**src/rtl/fifo_pkg.sv**
```systemverilog
// Shared constants and helpers for the synchronous FIFO family.
package fifo_pkg;

  localparam int FIFO_MODE_STD  = 0;
  localparam int FIFO_MODE_FWFT = 1;

  // The occupancy count needs one extra bit so it can represent DEPTH itself.
  function automatic int level_width(input int addr_width);
    return addr_width + 1;
  endfunction

endpackage

```
**src/rtl/fifo_ram.sv**
```systemverilog
// Simple dual-port storage array: synchronous write, combinational read.
module fifo_ram #(
  parameter int DATA_WIDTH = 72,
  parameter int ADDR_WIDTH = 5
) (
  input  logic                  clk,
  input  logic                  we,
  input  logic [ADDR_WIDTH-1:0] waddr,
  input  logic [DATA_WIDTH-1:0] wdata,
  input  logic [ADDR_WIDTH-1:0] raddr,
  output logic [DATA_WIDTH-1:0] rdata
);

  localparam int DEPTH = 1 << ADDR_WIDTH;

  logic [DATA_WIDTH-1:0] mem [DEPTH];

  always_ff @(posedge clk) begin
    if (we) mem[waddr] <= wdata;
  end

  assign rdata = mem[raddr];

endmodule

```
**src/rtl/sync_fifo_fwft.sv**
```systemverilog
// Single-clock FIFO with standard or first-word-fall-through read, threshold
// flags, occupancy count and overflow/underflow pulses.
module sync_fifo_fwft
  import fifo_pkg::*;
#(
  parameter int DATA_WIDTH = 72,
  parameter int ADDR_WIDTH = 5,
  parameter int FWFT       = 0,
  parameter int AF_THRESH  = 24,
  parameter int AE_THRESH  = 4
) (
  input  logic                                clk,
  input  logic                                rst,
  input  logic                                wr_en,
  input  logic [DATA_WIDTH-1:0]               wr_data,
  input  logic                                rd_en,
  output logic [DATA_WIDTH-1:0]               rd_data,
  output logic                                empty,
  output logic                                full,
  output logic                                almost_full,
  output logic                                almost_empty,
  output logic [level_width(ADDR_WIDTH)-1:0]  level,
  output logic                                overflow,
  output logic                                underflow
);

  localparam int DEPTH = 1 << ADDR_WIDTH;
  localparam int LW    = level_width(ADDR_WIDTH);

  if (!(AE_THRESH >= 1 && AE_THRESH < AF_THRESH && AF_THRESH <= DEPTH &&
        (FWFT == FIFO_MODE_STD || FWFT == FIFO_MODE_FWFT))) begin : g_bad_params
    $error("sync_fifo_fwft: illegal FWFT/threshold parameters");
  end

  logic [ADDR_WIDTH-1:0] wr_ptr, rd_ptr;
  logic [DATA_WIDTH-1:0] ram_rdata;
  logic [LW-1:0]         level_next;
  logic                  wr_acc, rd_acc;
  logic                  out_valid;
  logic                  mem_empty;
  logic                  load, bypass, ram_we, mem_pop;

  fifo_ram #(
    .DATA_WIDTH(DATA_WIDTH),
    .ADDR_WIDTH(ADDR_WIDTH)
  ) u_ram (
    .clk  (clk),
    .we   (ram_we),
    .waddr(wr_ptr),
    .wdata(wr_data),
    .raddr(rd_ptr),
    .rdata(ram_rdata)
  );

  assign full      = (level == LW'(DEPTH));
  assign empty     = (FWFT == FIFO_MODE_FWFT) ? !out_valid : (level == '0);
  // In FWFT mode the output register holds one of the counted words.
  assign mem_empty = (level == {{(LW-1){1'b0}}, out_valid});

  always_comb begin
    wr_acc  = wr_en && !full;
    rd_acc  = rd_en && !empty;
    load    = 1'b0;
    bypass  = 1'b0;
    ram_we  = wr_acc;
    mem_pop = rd_acc;
    if (FWFT == FIFO_MODE_FWFT) begin
      load    = !out_valid || rd_acc;
      bypass  = load && mem_empty && wr_acc;
      ram_we  = wr_acc && !bypass;
      mem_pop = load && !mem_empty;
    end
  end

  always_comb begin
    level_next = level;
    case ({wr_acc, rd_acc})
      2'b10:   level_next = level + 1'b1;
      2'b01:   level_next = level - 1'b1;
      default: level_next = level;
    endcase
  end

  always_ff @(posedge clk or posedge rst) begin
    if (rst) begin
      wr_ptr       <= '0;
      rd_ptr       <= '0;
      level        <= '0;
      rd_data      <= '0;
      out_valid    <= 1'b0;
      almost_full  <= 1'b0;
      almost_empty <= 1'b1;
      overflow     <= 1'b0;
      underflow    <= 1'b0;
    end else begin
      if (ram_we)  wr_ptr <= wr_ptr + 1'b1;
      if (mem_pop) rd_ptr <= rd_ptr + 1'b1;
      level        <= level_next;
      almost_full  <= (level_next >= LW'(AF_THRESH));
      almost_empty <= (level_next <= LW'(AE_THRESH));
      overflow     <= wr_en && full;
      underflow    <= rd_en && empty;
      if (mem_pop)     rd_data <= ram_rdata;
      else if (bypass) rd_data <= wr_data;
      if (load) out_valid <= !mem_empty || wr_acc;
    end
  end

endmodule

```
**config.mk**
```make
export PLATFORM = sky130hd
export DESIGN_NAME = sync_fifo_fwft
export DESIGN_NICKNAME = d
export VERILOG_FILES = /design/src/rtl/fifo_pkg.sv /design/src/rtl/fifo_ram.sv /design/src/rtl/sync_fifo_fwft.sv
export SDC_FILE = /design/constraint.sdc
export NUM_CORES = 2
export LEC_CHECK = 0
export ABC_AREA = 0
export BUFFER_PORTS_ARGS = -buffer_cell sky130_fd_sc_hd__buf_2
export CORE_ASPECT_RATIO = 0.75
export CORE_UTILIZATION = 56
export CTS_CLUSTER_SIZE = 16
export DETAILED_ROUTE_END_ITERATION = 8
export PLACE_DENSITY = 0.72
export SETUP_SLACK_MARGIN = 0.3
export SYNTH_ARGS = -nofsm -noshare
export SYNTH_HDL_FRONTEND = slang
export SYNTH_SLANG_ARGS = --single-unit
export TNS_END_PERCENT = 20
```
**constraint.sdc**
```tcl
create_clock -name clk -period 5.4 [get_ports clk]
set_input_delay 1.35 -clock clk [delete_from_list [all_inputs] [get_ports clk]]
set_output_delay 1.35 -clock clk [all_outputs]
set_load 0.02 [all_outputs]
```
# After elaboration in Yosys (flattened, before gate mapping)
# Memories as Yosys holds them, arrays and structs flattened. A register that Yosys moved wholly into a read port is not among the register bits.
# Cells that the tools add are included.
[op_classes] addsub=4 order_cmp=2 eq_ne=3 n_mux=3 n_reduce_logical=7
[ops] operator="6-bit case mux with 2 select lines" count=1
[ops] operator="5-bit by 1-bit adder with 5-bit output, second input constant" count=2
[ops] operator="6-bit by 1-bit adder with 6-bit output, second input constant" count=1
[ops] operator="6-bit equality test, second input constant" count=1
[ops] operator="6-bit by 5-bit >= comparator with 1-bit output, second input constant" count=1
[ops] operator="6-bit by 3-bit <= comparator with 1-bit output, second input constant" count=1
[ops] operator="6-bit logical NOT" count=1
[ops] operator="6-bit by 1-bit subtractor with 6-bit output, second input constant" count=1
[ops] operator="1-bit logical AND" count=4
[ops] operator="2-bit by 1-bit equality test with 1-bit output, second input constant" count=1
[ops] operator="2-bit equality test, second input constant" count=1
[ops] operator="1-bit logical NOT" count=2
[ops] operator="1-bit two-way mux" count=2
[word_totals] regBits=20 ram_bits=2304 in_bits=76 out_inout_bits=84 elab_cells=27 mem_count=1
[memory_table] memory="u_ram.mem" depth=32 width=72 rd=1 rd_ports_with_merged_regs=1 write_ports=1 line="fifo_ram.sv:16" text="logic [DATA_WIDTH-1:0] mem [DEPTH];"

# Logic depth before layout (Yosys ltp)
[logic_depth] ltp_word=6 mapped_depth=14 ltp_nobuf=12

# Cells and area by module
# Synthesis repeated with hierarchy kept, for this count alone.
[hier_totals] cells_unflattened=4535 area_unflattened_um2=91456.5
[by_module_without_submodules] module="fifo_ram" n_inst=1 cells_per_inst=4136 area_each_um2=87674.1 seq_area_each_um2=69186.4
[by_module_without_submodules] module="sync_fifo_fwft" n_inst=1 cells_per_inst=399 area_each_um2=3782.4 seq_area_each_um2=2303.5

# Least setup slack after synthesis
# Ideal clock, no wire load.
[synth_timing] path_kind="in2reg" from="input wr_en" to="memory u_ram.mem[31][0], enable pin" setup_time_ns=0.503 arrival_time_ns=5.064 required_time_ns=4.897 slack_ns=-0.167 path_stages=5 n_path_buf=2 cell_sequence="nor2b_1 -> clkbuf_1 -> nand2_1 -> clkbuf_1 -> nor2_1"
[synth_between] elab_chain_len=3
[synth_lines] item="start, declared" line="sync_fifo_fwft.sv:14" text="input logic wr_en,"
[synth_lines] item="1-bit logical AND" line="sync_fifo_fwft.sv:61" text="wr_acc = wr_en && !full;"
[synth_lines] item="1-bit two-way mux" line="fifo_ram.sv:19" text="if (we) mem[waddr] <= wdata;"
[synth_lines] item="1-bit two-way mux (not written as such)" line="fifo_ram.sv:19"
[synth_lines] item="end, declared" line="fifo_ram.sv:16"
# No other way between the ends.

# Final worst setup path
[layout_timing] from="register level[3]" to="output empty"
[layout_between] elab_chain_len=1
[layout_lines] item="start, declared" line="sync_fifo_fwft.sv:22" text="output logic [level_width(ADDR_WIDTH)-1:0] level,"
[layout_lines] item="start signal, assigned" line="sync_fifo_fwft.sv:98" text="level <= level_next;"
[layout_lines] item="6-bit logical NOT" line="sync_fifo_fwft.sv:56" text="assign empty = (FWFT == FIFO_MODE_FWFT) ? !out_valid : (level == '0);"
[layout_lines] item="end, declared" line="sync_fifo_fwft.sv:18" text="output logic empty,"
# No other way between the ends.

==> impl_metrics.yaml <==
outcome:
  status: "finished clean"
timing:
  min_period_ns: 3.62
  slew_viol_final: 0
  rsz0062_at_grt: "false"
  relSlewSlack_pct: 33.3
  fin_crit_sh_pct: 67.0
  fmax_mhz: 277
  fin_worst_skew_ns: 0.0589
  hold_ws_ns: 0.478
  hold_violations: 0
  tightest_slew_ns: 1.00
  setup_violations: 0
cells_and_area:
  multiInputGateArea_mm2: 0.0186
  final_common_cell: "edfxtp_1"
  design_area_mm2: 0.102
  area_growth_pct: 12.6
  layout-drive-gt1-share_pct: 32.5
  utilization_pct: 63.7
  final_cells: 6272
  final_cell_mix: "edfxtp_1, mux4_2, clkbuf_16"
  n_fill_cell: 10151
  seq_area_mm2: 0.0715
  final_nets: 4038
clock_network:
  clock_path_buffers: 3
  cts_root_buf: "clkbuf_16"
  insertion_delay_ns: 0.84
  cts_buffers: 212
  postCtsHoldBufs: 0
  cts_tree: "built"
  postCtsSetupBuffers: 0
  cts_max_level: 4
  cts_resized: 0
  clkTransAtPathRegs_ns: 0.06
  cts.sinks: 2396
routing:
  vias: 41255
  postRouteAntennaNets: 0
  drc: 0
  drt_iter0_drc: 5902
  routedWlPerCell_um: 33.8
  wl_um: 212000
  drtPass1Iterations: 5
  vias_per_cell: 6.58
floorplan:
  die_area_mm2: 0.164
  core.rowCount: 127
  ios: 160
  die-height_um: 351
  dieWidth_um: 467
  core_area_mm2: 0.160
  initial_core_util_pct: 56.6
yosys:
  synthCells: 3660
  synth_top_area_share_pct: 76.3
  netlist_area_mm2: 0.0907
  ys_seq_area_share_pct: 78.8
  yosysTopAreaCell: "edfxtp_1"
  yosysWarningCount: 0
  netlist-cell-type-count: 44
  syn_nets: 3743
  synth_area_leaders: "edfxtp_1, mux4_2, dfrtp_1"
  ys_seq_elements: 2396
  avgSynthCellArea_um2: 24.8
power_and_ir_drop:
  p_leak_nw: 32.1
  p_total_mw: 52.5
  p_per_area_mw_per_mm2: 514
  ir_drop_mv: 0.401
place:
  dp_hpwl_um: 111000
  placed_cells: 5869
  dpl-instance-area_mm2: 0.0951
  place.gp.congestion: 0.778
  io_buffer_count: 159
worst_setup_path:
  path_delay_family: "simple AND/OR/NAND/NOR gates"
  slowest_delay_ns: 0.60
  required_ns: 4.05
  slowest_stage: "or4_4"
  worstSetupEndpointType: "output port"
  worstSetupPathType: "reg -> out"
  cp_num_buf_inv: 1
  worstPathMaxFanout: 9
  crit_chain: "or4_4 > nor3_4 > buf_2"
  start_kind: "register"
  r2r_cells: 10
  reg2reg_to: "almost_empty$_DFF_PP1_"
  arrival_ns: 2.27
  rr_startpoint: "level[3]$_DFF_PP0_"
  r2r_slack_ns: 2.00
min_path:
  min_to: "rd_data[8]$_DFFE_PP0P_"
  min_from: "rd_data[8]$_DFFE_PP0P_"
  hp-class: "reg -> reg"
  hold_depth: 2
grt:
  antenna_found_initial: 18
  grt_pass1_wl_um: 302000
  grt_max_degree: 147
  grt_pass1_vias: 41098
  grt_overflow_total: 0
  track_usage_pct: 26.4
job:
  cap_violations: 0
-- state kept, by name (all words and copies together) (netlist names) --
signal / flops
level: 6
underflow: 1
almost_full: 1
almost_empty: 1
u_ram.mem: 2304
overflow: 1
rd_data: 72
wr_ptr: 5
rd_ptr: 5
-- stage by stage --
| step | setup WS, ns | TNS (ns) |
|---|---|---|
| after floorplan | -0.167 | -220.93 |
| after global placement | 1.57 | 0 |
| after detailed placement | 1.56 | 0 |
| after CTS | 1.71 | 0 |
| after global routing | 1.58 | 0 |
| final | 1.78 | 0 |
-- cell families after synthesis --
logic type                 Yosys count  share of synthesized area, %
DFF                               2396                          78.8
muxes                              795                          18.7
buffers and inverters              205                         0.933
and+or+nand+nor                    155                         0.760
AOI/OAI and AO/OA                   90                         0.552
xor gates and xnor gates            12                         0.116
adders and majority gates            7                        0.0966
-- synth_stat cells --
cell type,instances
nand3b_1,2
nand4_2,1
nand4b_1,2
a2bb2oi_1,1
o31ai_1,3
o21ai_1,73
and2_1,2
and3_1,1
or4_1,2
a21o_1,2
a21oi_1,3
a2111oi_4,1
edfxtp_1,2304
buf_1,36
nor4_1,1
nor3_1,2
buf_6,1
or2_2,2
nand3_1,3
mux2i_1,73
buf_2,53
dfstp_2,1
o21ai_0,4
nor2_1,39
or3b_2,1
nand4_1,5
nor3_4,1
dfrtp_1,91
inv_4,1
o2111a_1,1
inv_1,9
nand2_1,86
nand2b_1,1
mux2_2,2
mux4_2,720
clkbuf_1,105
a31oi_1,1
or4_4,1
a211o_1,1
xnor2_1,12
ha_1,7
nor2b_1,1
or3_1,1
or2b_4,1
-- worst min-delay path, stage by stage, from the launching register on --
cell and delay [ns]:
dfrtp_1 0.33, nand2_1 0.05, o21ai_1 0.06
-- worst max-delay path by stage --
stage | from | endpoint | slack, ns | cells after the start
2_1_floorplan | wr_en | u_ram.mem[31][0]$_DFFE_PP_ | -0.17 | 5
3_3_place_gp | wr_en | almost_empty$_DFF_PP1_ | 1.57 | 10
3_5_place_dp | wr_en | almost_empty$_DFF_PP1_ | 1.56 | 10
4_1_cts | level[3]$_DFF_PP0_ | empty | 1.71 | 3
5_1_grt | level[3]$_DFF_PP0_ | full | 1.58 | 3
6_report | level[3]$_DFF_PP0_ | empty | 1.78 | 3
-- cell type report --
| cell class | count | share of cell area, % |
|---|---|---|
| Sequential cell | 2396 | 70.1 |
| Multi-Input combinational cell | 1059 | 18.2 |
| Clock buffer | 294 | 5.79 |
| Tap cell | 2128 | 2.61 |
| Timing Repair Buffer | 276 | 2.23 |
| Clock inverter | 104 | 1.05 |
| Inverter | 10 | 0.0441 |
| Antenna cell | 5 | 0.0123 |
-- metal layers --
metal  GRT usage [%]  part of all wire, %  vias up  routed length, um
li1                -                    -    16353                  -
met1            40.2                   41    22259              86500
met2            39.5                   47     2346              98500
met3            6.51                   11      287              22900
met4            5.54                  1.8       10               3760
met5               0                0.026        -                 55
-- power by group --
| part | switching, mW | internal (mW) | total [mW] | leakage, nW |
|---|---|---|---|---|
| clock | 6.61 | 8.59 | 15.2 | 3.40 |
| sequential | 0.898 | 21.8 | 22.7 | 21.9 |
| combinational | 7.73 | 6.82 | 14.6 | 6.83 |
(Power assumes the default switching activity.)
